<file path="config.mk">
export PLATFORM = sky130hd
export DESIGN_NAME = cursor_overlay
export DESIGN_NICKNAME = d
export VERILOG_FILES = /design/src/rtl/cursor_overlay.sv
export SDC_FILE = /design/constraint.sdc
export NUM_CORES = 1
export LEC_CHECK = 0
export BUFFER_PORTS_ARGS = -buffer_cell sky130_fd_sc_hd__buf_2
export CORE_UTILIZATION = 30
export DETAILED_ROUTE_END_ITERATION = 16
export PLACE_DENSITY = 0.62
export SYNTH_ARGS = -nofsm -noshare
export SYNTH_HDL_FRONTEND = slang
export SYNTH_SLANG_ARGS = --single-unit
</file>
<file path="constraint.sdc">
create_clock -name clk -period 4.1 [get_ports clk]
set_input_delay 0.82 -clock clk [delete_from_list [all_inputs] [get_ports clk]]
set_output_delay 0.82 -clock clk [all_outputs]
set_load 0.02 [all_outputs]
</file>
<file path="src/rtl/cursor_overlay.sv">
// cursor_overlay: latches the mouse position once per frame and composites a 5x5 plus-sign cursor over bg_data.
// Defining CURSOR_OVERLAY_BLINK_EN makes the cursor blink (16 frames on, 16 off) from the frame counter.
module cursor_overlay #(
  parameter int          WIDTH         = 96,
  parameter int          HEIGHT        = 64,
  parameter logic [15:0] CURSOR_COLOUR = 16'hFFFF,
  parameter logic [15:0] CLICK_COLOUR  = 16'hF800
) (
  input  logic        clk,
  input  logic        reset,
  input  logic        frame_begin,
  input  logic [12:0] pixel_index,
  input  logic [11:0] mouse_x,
  input  logic [11:0] mouse_y,
  input  logic        mouse_l,
  input  logic [15:0] bg_data,
  output logic [15:0] pixel_data,
  output logic [6:0]  cursor_x,
  output logic [5:0]  cursor_y
);
  localparam logic [12:0]        NPIX = 13'(WIDTH * HEIGHT);
  localparam logic [12:0]        COLS = 13'(WIDTH);
  localparam logic signed [13:0] ARM  = 14'sd2;

  function automatic logic [11:0] sat_coord(input logic [11:0] v, input logic [11:0] lim);
    return (v > lim) ? lim : v;
  endfunction

  function automatic logic near(input logic signed [13:0] d);
    return (d >= -ARM) && (d <= ARM);
  endfunction

  logic [6:0]         pos_x, lat_x, eff_x;
  logic [5:0]         pos_y, lat_y, eff_y;
  logic               click, eff_click;
  logic [4:0]         frame_cnt;
  logic [12:0]        px, py;
  logic signed [13:0] dx, dy;
  logic               in_range, hit, visible;
  logic [15:0]        pixel_next, pixel_p1;

  // A pixel requested in the frame_begin cycle already sees the new frame's state.
  assign lat_x     = 7'(sat_coord(mouse_x, 12'(WIDTH - 1)));
  assign lat_y     = 6'(sat_coord(mouse_y, 12'(HEIGHT - 1)));
  assign eff_x     = frame_begin ? lat_x : pos_x;
  assign eff_y     = frame_begin ? lat_y : pos_y;
  assign eff_click = frame_begin ? mouse_l : click;

`ifdef CURSOR_OVERLAY_BLINK_EN
  logic [4:0] eff_cnt;
  assign eff_cnt = frame_begin ? frame_cnt + 5'd1 : frame_cnt;
  assign visible = ~eff_cnt[4];
`else
  assign visible = 1'b1;
`endif

  // Decoding from the linear index keeps px within a row, so arms never wrap.
  assign px       = pixel_index % COLS;
  assign py       = pixel_index / COLS;
  assign dx       = $signed({1'b0, px}) - $signed({7'b0, eff_x});
  assign dy       = $signed({1'b0, py}) - $signed({8'b0, eff_y});
  assign in_range = pixel_index < NPIX;
  assign hit      = ((py == {7'b0, eff_y}) && near(dx)) ||
                    ((px == {6'b0, eff_x}) && near(dy));

  always_comb begin
    pixel_next = bg_data;
    if (!in_range)
      pixel_next = 16'h0000;
    else if (hit && visible)
      pixel_next = eff_click ? CLICK_COLOUR : CURSOR_COLOUR;
  end

  // Stage p1: registered composite output and per-frame latched state.
  always_ff @(posedge clk or posedge reset) begin
    if (reset) begin
      pos_x     <= '0;
      pos_y     <= '0;
      click     <= 1'b0;
      frame_cnt <= '0;
      pixel_p1  <= 16'h0000;
    end else begin
      if (frame_begin) begin
        pos_x     <= lat_x;
        pos_y     <= lat_y;
        click     <= mouse_l;
        frame_cnt <= frame_cnt + 5'd1;
      end
      pixel_p1 <= pixel_next;
    end
  end

  assign pixel_data = pixel_p1;
  assign cursor_x   = pos_x;
  assign cursor_y   = pos_y;
endmodule

</file>
# Word level (Yosys, flattened, before mapping)
# Index checks and enable logic that the tools add are counted.
[word_totals]
register_bits = 30
out_inout_bits = 29
[op_classes]
add_sub_neg = 2
n_div = 2
n_lt_le_gt_ge = 7
eq_ne = 2
muxes = 8
n_reduce_logical = 5
[op_table]
columns = ["cell", "n"]
rows = [
  ["2-to-1 mux 16 bit", 2],
  [">= comparator 14 x 2 -> 1 bit, second input constant", 2],
  ["<= comparator 14 x 3 -> 1 bit, second input constant", 2],
  ["2-to-1 mux 7 bit", 2],
  ["subtractor 13 x 6 -> 14 bit", 1],
  ["subtractor 13 x 7 -> 14 bit", 1],
  ["divider 13 x 7 -> 13 bit, second input constant", 1],
  ["== test 13 x 6 -> 1 bit", 1],
  ["== test 13 x 7 -> 1 bit", 1],
  ["< comparator 13 bit, second input constant", 1],
  ["remainder unit 13 x 7 -> 13 bit, second input constant", 1],
  ["greater-than comparator 12 x 6 -> 1 bit, second input constant", 1],
  ["greater-than comparator 12 x 7 -> 1 bit, second input constant", 1],
  ["2-to-1 mux 6 bit", 2],
  ["2-to-1 mux 11 bit", 1],
  ["logical AND 1 bit", 4],
  ["logical OR 1 bit", 1],
  ["2-to-1 mux 1 bit", 1],
]

# Depth between registers and ports, before layout
# Gate-level depths: netlist of run 1.
[depth]
ltp_word = 10
depth_mapped = 21
mapped_depth_nobuf = 17

# Least setup slack after synthesis of run 1
# OpenSTA, ideal clock, no wires.
[synth_path]
kind = "in2reg"
startpoint = "input pixel_index[10]"
endpoint = "register pixel_p1[10], in the netlist pixel_data[10]"
arrival_ps = 4517
path_slack_ps = -543
path_stages = 16
n_path_buf = 4
cell_sequence = "clkbuf_1 buf_2 o22ai_1 a221o_1 clkbuf_1 a211oi_1 nor2_1 a22oi_1 ha_1 fa_1 or4_1 or4_1 nor2_2 a211oi_4 buf_8 mux2i_1"
[synth_via]
elab_chain_cells = 8
[synth_rtl]
columns = ["element", "line", "source"]
rows = [
  ["start, declared", "12", "input logic [12:0] pixel_index,"],
  ["remainder unit 13 x 7 -> 13 bit or divider 13 x 7 -> 13 bit (tied branches)", "58, 59", ""],
  ["subtractor 13 x 7 -> 14 bit or subtractor 13 x 6 -> 14 bit (tied branches)", "60, 61", ""],
  [">= comparator 14 x 2 -> 1 bit or <= comparator 14 x 3 -> 1 bit (tied branches)", "30", "return (d >= -ARM) && (d <= ARM);"],
  ["logical AND 1 bit", "30", ""],
  ["logical AND 1 bit (on tied branches)", "63, 64", ""],
  ["logical OR 1 bit", "63", "assign hit = ((py == {7'b0, eff_y}) && near(dx)) ||"],
  ["2-to-1 mux 16 bit", "70", "else if (hit && visible)"],
  ["2-to-1 mux 16 bit *", "68", "if (!in_range)"],
  ["via pixel_next[10]", "40", "logic [15:0] pixel_next, pixel_p1;"],
  ["end signal, assigned", "89", "pixel_p1 <= pixel_next;"],
  ["end, declared", "40", ""],
]
# The timed path passes the listed nets; every way through them passes the cells marked *.

# Worst setup path in the final report of run 1
[layout_path]
startpoint = "input pixel_index[12]"
endpoint = "register pixel_p1[7], in the netlist pixel_data[7]"
# Same word-level chain as after synthesis.

==> key figures, run 1 <==
Die
  – Starting density of the core: between 30 and 40%
  – Width of the chip: roughly 91 um
  – Top-Level Pins: 86
  – Height of the chip: 91.5 um
  – Core outline area: roughly 0.0077 mm2
  – Num rows: 32
  – Overall die area: ~0.0084 mm2

STA
  – Unrepaired setup endpoints after global routing: yes
  – Max-slew violation count: 0
  – Setup violators final: 16
  – Tmin final: 4.37 ns
  – Final hold viol count: 0
  – Final critical-path setup slack: -0.269 ns
  – Setup TNS: -3.85 ns
  – Post-Route Hold Slack: between 0.4 and 0.5 ns
  – Slew at the pin closest to its max-slew limit: 1.14 ns
  – Worst-case clock skew: about 0.0076 ns
  – Final worst-path cycle share: 107%
  – Peak clock frequency supported by timing: 229 MHz
  – Worst rel slew slack: 23.8%

Drt
  – Mean number of vias per cell: between 4 and 5
  – Antenna-violating nets left: 0
  – DRT Pass-1 Iters: 4
  – Total via count after detailed routing: roughly 2500
  – Routed wire length: roughly 6400 um
  – Wirelength per Cell: between 10 and 15 um
  – Initial DRC count: slightly above 60
  – Number of design rule violations left after detail routing: 0

Logic synthesis
  – Number of synthesized flops with an enable pin: 0
  – Post-Synthesis Cells: a little under 300
  – Count of yosys warnings during synthesis: 0
  – Net count after synthesis: 363
  – Share of async-settable or async-resettable flops after synthesis: 100%
  – Post-synthesis sequential area ratio: 31.3%
  – Synthesized area per cell: between 8 and 9 um2
  – Synth area leader: dfrtp_1
  – Cell with the most instances after synthesis: dfrtp_1
  – Fraction of synthesized cell area taken by the top area cell type: a little under a third
  – Top area cells in the synthesized netlist: dfrtp_1 31%, ha_1 6.8%, mux2i_1 5.0%
  – Predominant post-synthesis flop cell: dfrtp_1
  – Netlist area before placement: approximately 0.0024 mm2
  – List of most frequent post-synthesis cells: 30 x dfrtp_1, 27 x nor2_1, 24 x inv_1, 24 x nand2_1, 20 x a21oi_1
  – Flip-flop and latch count after synthesis: 30
  – Yosys cell types: 49

Clock tree
  – TritonCTS sink count: 30
  – Num CTS Buffers: 5
  – H-tree levels: 2
  – Clock Path Buffers: 2
  – CTS Root Cell: clkbuf_8
  – TritonCTS clock tree: yes
  – Clock latency at the later pin of the worst-skew pair: approximately 0.28 ns
  – Clock slew seen by the registers of the worst setup and hold paths: 0.06 ns

Critical path
  – Top fanout value on the critical path: 10
  – Arrival @ worst endpoint: 4.50 ns
  – Type of the worst setup path: in2reg
  – Type of element capturing the critical path: register
  – Worst path required time: 4.23 ns
  – Crit start category: input port

Finish
  – Fin nets: approximately 490
  – Finished Cell Area: roughly 0.0036 mm2
  – Number of antenna diodes: 0
  – Final-layout fill cell count: roughly 760
  – Proportion of layout cells with a drive suffix above 1: between 40% and 50%
  – Area delta synth->final: 49.3%

Status
  – Run status: complete, but fails checks
  – Failing checks: negative setup slack

Power
  – Power density over the cells: around 260 mW/mm2
  – Internal power consumption: approximately 0.00067 W
  – Share of total power in combinational logic: roughly 35%
  – Sequential cell fraction of total power: between 30 and 40%
  – Net Sw Power: roughly 0.00027 W
  – LEAKAGE: 1.80 nW
  – Post-route total power: about 0.00094 W
  – IR drop worst, VDD: 0.000125 V
  – Switching share of power: between 20% and 30%
  – Power share of the clock group: 31.5%

GRT
  – First-pass GRT wire length: around 10000 um
  – Number of global-route vias before repair: between 2000 and 2500
  – Gr ovfl total: 0
  – Pin count of the biggest net entering global routing: 31
  – Number of antenna violations at the first check in global routing: 0
  – Tot GR Track Use: between 10% and 20%

Place
  – Placer congestion estimate: ~0.79
  – Post-detailed-placement half-perimeter wirelength: between 4000 and 5000 um
  – DP Area: between 0.003 and 0.004 mm2
  – Worst setup slack before clock tree synthesis: -0.826 ns
  – Number of I/O port buffers: 85

Job
  – Max capacitance violation total: 0

Hold path
  – Worst min path class: reg2reg
==> cell families (layout without fill, tap and decap cells) <==
logic type	Yosys count	after routing	share of synthesized area, %
AND/OR/NAND/NOR	98	98	20.3
AO/OA/AOI/OAI	75	75	20.3
buffers and inverters	44	170	8.23
flip-flops	30	30	31.3
adder cells (fa/ha/maj)	16	16	8.85
XOR/XNOR	14	14	5.10
multiplexers	14	14	5.94
==> power by group through the flow <==
stage          Sequential (W)  Clock (W)  Combinational [W]
3_5_place_dp         0.000317          0           0.000291
6_report             0.000311   0.000296           0.000332
2_1_floorplan        0.000332          0           0.000167
5_1_grt              0.000312   0.000316           0.000367
3_3_place_gp         0.000317          0           0.000284
4_1_cts              0.000311   0.000304           0.000315
==> area by class of cell <==
| type | count | area [um2] | share of cell area (%) |
|---|---|---|---|
| clock buffer | 6 | 82.6 | 2.30 |
| clock inverter | 1 | 30.0 | 0.837 |
| inverter | 24 | 90.1 | 2.51 |
| multi-input combinational | 217 | 1600 | 44.5 |
| sequential | 30 | 751 | 20.9 |
| tap | 102 | 128 | 3.56 |
| timing repair buffer | 139 | 908 | 25.3 |
==> timing repair <==
| action | 4_1_cts | 5_1_grt |
|---|---|---|
| pin swaps | 28 | 14 |
| buffers inserted | 6 | 3 |
| setup endpoints to repair | 16 | 16 |
| cloned | 1 | 0 |
| gates resized for setup | 28 | 20 |
| hold buffers | 0 | 0 |
==> registers in the layout, indices dropped and copies added, names as in the netlist <==
signal	count
pixel_data	16
cursor_x	7
click	1
cursor_y	6
==> cell usage in the layout (no fill, tap or decap), types with 2 or more instances in the layout <==
cell,instances
o211ai_1,4
or3_1,2
nand2b_1,8
ha_1,12
nand3_1,8
a21oi_1,15
o22ai_2,2
inv_1,24
o22ai_1,8
nor4_1,3
xnor2_2,2
nand3b_1,2
a21oi_2,5
nand2b_4,2
xnor2_1,7
buf_2,81
buf_6,8
dfrtp_1,30
a21o_1,6
a211oi_2,2
nor2_1,27
a211oi_1,3
o22a_1,2
xor2_1,4
o21ai_0,13
clkbuf_8,6
nor2b_1,5
nand2_1,24
nor3_2,2
mux2i_1,12
buf_4,47
nand4_1,5
==> critical path, stage by stage <==
cell	delay, ns
buf_6	0.10
buf_4	0.16
nand2_1	0.09
nor2_1	0.06
nor4_2	0.33
a21oi_1	0.10
buf_4	0.17
a211oi_2	0.22
nor2_1	0.09
a22oi_2	0.21
ha_2	0.23
fa_2	0.44
or4_1	0.54
or4_4	0.44
nor2_4	0.15
a211oi_4	0.07
buf_12	0.17
mux2i_1	0.12
==> stage by stage <==
stage | instances | util [%]
2_1_floorplan | 291 | -
3_3_place_gp | 502 | 41.2
3_5_place_dp | 502 | 41.2
4_1_cts | 516 | 45.2
5_1_grt | 519 | 46.4
6_report | 519 | 46.4
==> worst paths after layout <==
kind,from,to,slack [ns],cells after the start
worst max-delay path,pixel_index[12],pixel_data[7],-0.27,18
worst min-delay path,click,click,0.50,1
worst max register to register,cursor_y[0],pixel_data[7],1.21,10
worst min register to register,click,click,0.50,1
max in group asynchronous,reset,pixel_data[7],2.57,2
min in group asynchronous,reset,cursor_x[4],0.82,2
==> per-layer routing <==
| layer | vias up | GRT usage, % | share of wire (%) |
|---|---|---|---|
| met5 | - | 0 | 0 |
| met1 | 1154 | 19.7 | 46 |
| met3 | 4 | 1.84 | 4.0 |
| li1 | 1262 | - | - |
| met2 | 67 | 26.6 | 49 |
| met4 | 0 | 4.89 | 0.82 |
Power figures use the tool's default switching activity.
==> run 2: changes to the inputs <==
CORE_MARGIN = 8   (was unset)
CORE_UTILIZATION = 54   (was 30)
PLACE_DENSITY = 0.95   (was 0.62)
==> key figures, run 2 (same netlist as run 1, synthesis figures left out) <==
Drt
  – Antenna-violating nets left: 0 (unchanged)
  – Wirelength per Cell: 19.5 um (+59%)
  – Mean number of vias per cell: 6.06 (+26%)
  – Total via count after detailed routing: 2854 (+15%)
  – Initial DRC count: 202 (+230%)
  – DRT Pass-1 Iters: 5 (+1)
  – Routed wire length: 9200 um (+44%)
  – Number of design rule violations left after detail routing: 0 (unchanged)

Place
  – Worst setup slack before clock tree synthesis: -0.880 ns (-0.0547 ns)
  – Post-detailed-placement half-perimeter wirelength: 5770 um (+19%)
  – Number of I/O port buffers: 85 (unchanged)
  – Placed instance count: 445 (-11%)
  – Placer congestion estimate: 0.887 (+12%)

Die
  – Starting density of the core: 55.6% (+24 points)
  – Num rows: 24 (-25%)
  – Height of the chip: 82.7 um (-9.6%)
  – Width of the chip: 82.7 um (-9.6%)
  – Core outline area: 0.00432 mm2 (-44%)
  – Top-Level Pins: 86 (unchanged)
  – Overall die area: 0.00684 mm2 (-18%)

GRT
  – Pin count of the biggest net entering global routing: 31 (unchanged)
  – First-pass GRT wire length: 14300 um (+36%)
  – Tot GR Track Use: 27.0% (+12 points)
  – Gr ovfl total: 0 (unchanged)
  – Number of global-route vias before repair: 2908 (+23%)
  – Number of antenna violations at the first check in global routing: 0 (unchanged)

Hold path
  – Worst min path class: reg2reg

STA
  – Peak clock frequency supported by timing: 222 MHz (-2.9%)
  – Final hold viol count: 0 (unchanged)
  – Worst rel slew slack: 22.8% (-1.0 points)
  – Max-slew violation count: 0 (unchanged)
  – Final critical-path setup slack: -0.402 ns (-0.132 ns)
  – Final worst-path cycle share: 110% (+3.2 points)
  – Slew at the pin closest to its max-slew limit: 1.16 ns (+0.0149 ns)
  – Tmin final: 4.50 ns (+0.132 ns)
  – Worst-case clock skew: 0.00761 ns (+0.0000340 ns)
  – Setup violators final: 16 (unchanged)
  – Unrepaired setup endpoints after global routing: yes

Finish
  – Fin nets: 490 (+0.20%)
  – Area delta synth->final: 47.8%
  – Commonest non-fill, non-tap cell in the layout: buf_2
  – Share of the core filled with cells in the final layout: 82.1% (+36 points)
  – Number of flip-flops under the largest register name: 16 (unchanged)
  – Count of placed standard cells in the final layout, fillers left out: 471 (-9.2%)
  – Number of antenna diodes: 0 (unchanged)
  – Proportion of layout cells with a drive suffix above 1: 43.9% (+0.99 points)
  – Highest-count cells in the layout ignoring fill and taps: 80 x buf_2, 46 x buf_4, 30 x dfrtp_1, 27 x nor2_1

Clock tree
  – Clock slew seen by the registers of the worst setup and hold paths: 0.07 ns (about the same)
  – Clock Path Buffers: 2 (unchanged)
  – TritonCTS sink count: 30 (unchanged)
  – TritonCTS clock tree: yes
  – Clock latency at the later pin of the worst-skew pair: 0.28 ns (about the same)
  – CTS Root Cell: clkbuf_8
  – Num CTS Buffers: 5 (unchanged)
  – H-tree levels: 2 (unchanged)

Status
  – Run status: complete, but fails checks
  – Failing checks: negative setup slack

Critical path
  – Crit start category: input port
  – Worst path required time: 4.28 ns (+0.05 ns)
  – Arrival @ worst endpoint: 4.68 ns (+0.18 ns)
  – Top fanout value on the critical path: 8 (-2)
  – Type of the worst setup path: in2reg
  – Type of element capturing the critical path: register

Power
  – Power share of the clock group: 27.3% (-4.2 points)
  – Internal power consumption: 0.000617 W (-7.4%)
  – Net Sw Power: 0.000315 W (+15%)
  – Power density over the cells: 262 mW/mm2 (+0.14%)
  – Share of total power in combinational logic: 39.2% (+3.8 points)
  – Post-route total power: 0.000932 W (-0.84%)
  – Switching share of power: 33.8% (+4.7 points)
  – IR drop worst, VDD: 0.000140 V (+12%)
  – LEAKAGE: 1.79 nW (-0.91%)
  – Sequential cell fraction of total power: 33.5% (+0.4 points)

Job
  – Max capacitance violation total: 0 (unchanged)
run 2: cell types whose count changed in the layout (fill, tap and decap cells not counted), moves of 2 or more:
cell,change
buf_6,+2
mux2i_1,-3
mux2i_2,+3
o21ai_0,-3
o21ai_1,+4
o22ai_1,+2
o22ai_2,-2
xor2_1,-2
xor2_2,+2
run 2: what timing repair did:
action,4_1_cts,5_1_grt
gates cloned,1,0
setup buffers,14,3
hold buffers,0,0
pin swaps,34,2
setup endpoints to repair,16,16
resized for setup,50,9
run 2: critical path, cell delays in order:
cell and delay, ns:
buf_12 0.11, buf_6 0.12, xor2_2 0.17, mux2i_1 0.18, o21ai_1 0.11, a21o_1 0.24, xnor2_2 0.16, mux2_4 0.28
a211oi_4 0.21, a21oi_2 0.05, ha_1 0.29, and2_4 0.15, nand4_1 0.10, or4_4 0.54, or4_4 0.51, nor2_4 0.13
a211oi_4 0.08, buf_12 0.18, mux2i_1 0.24
run 2: path summary, 6_finish.rpt:
| kind | startpoint | depth (start not counted) | slack [ns] | endpoint |
|---|---|---|---|---|
| worst min-delay path | click | 1 | 0.51 | click |
| worst max-delay path | pixel_index[8] | 19 | -0.40 | pixel_data[7] |
| min in group asynchronous | reset | 2 | 0.83 | cursor_x[2] |
| worst min register to register | click | 1 | 0.51 | click |
| worst max register to register | cursor_x[0] | 13 | 0.86 | pixel_data[7] |
| max in group asynchronous | reset | 2 | 2.57 | pixel_data[10] |
run 2: area by class of cell:
| class | instances | area [um2] |
|---|---|---|
| fillers | 250 | 773 |
| repair buffers | 140 | 938 |
| flip-flops and latches | 30 | 751 |
| multi-input cells | 217 | 1610 |
| inverters | 24 | 90.1 |
| clock buffers | 6 | 82.6 |
| well taps | 52 | 65.1 |
| clock inverters | 2 | 12.5 |
run 2: metrics by stage:
step / TNS (ns) / instance area [um2] / hold slack [ns]
after floorplan: -4.46 / 2450 / 0.466
after global placement: -10.01 / 3070 / 0.476
after detailed placement: -13.18 / 3070 / 0.495
after CTS: -3.62 / 3490 / 0.510
after global routing: -7.68 / 3550 / 0.540
final: -5.24 / 3550 / 0.509
run 2: power groups by stage:
stage / registers [W] / logic [W] / clock network, W
2_1_floorplan: 0.000332 / 0.000167 / 0
3_3_place_gp: 0.000317 / 0.000268 / 0
3_5_place_dp: 0.000317 / 0.000286 / 0
4_1_cts: 0.000312 / 0.000333 / 0.000246
5_1_grt: 0.000313 / 0.000393 / 0.000265
6_report: 0.000312 / 0.000365 / 0.000255
run 2: per-layer routing:
metal	vias to the layer above	share of wire (%)	GRT usage, %
met5	-	0	0
met4	0	4.6	14.0
met3	42	9.0	4.55
met2	157	51	49.0
met1	1388	35	29.3
li1	1267	-	-
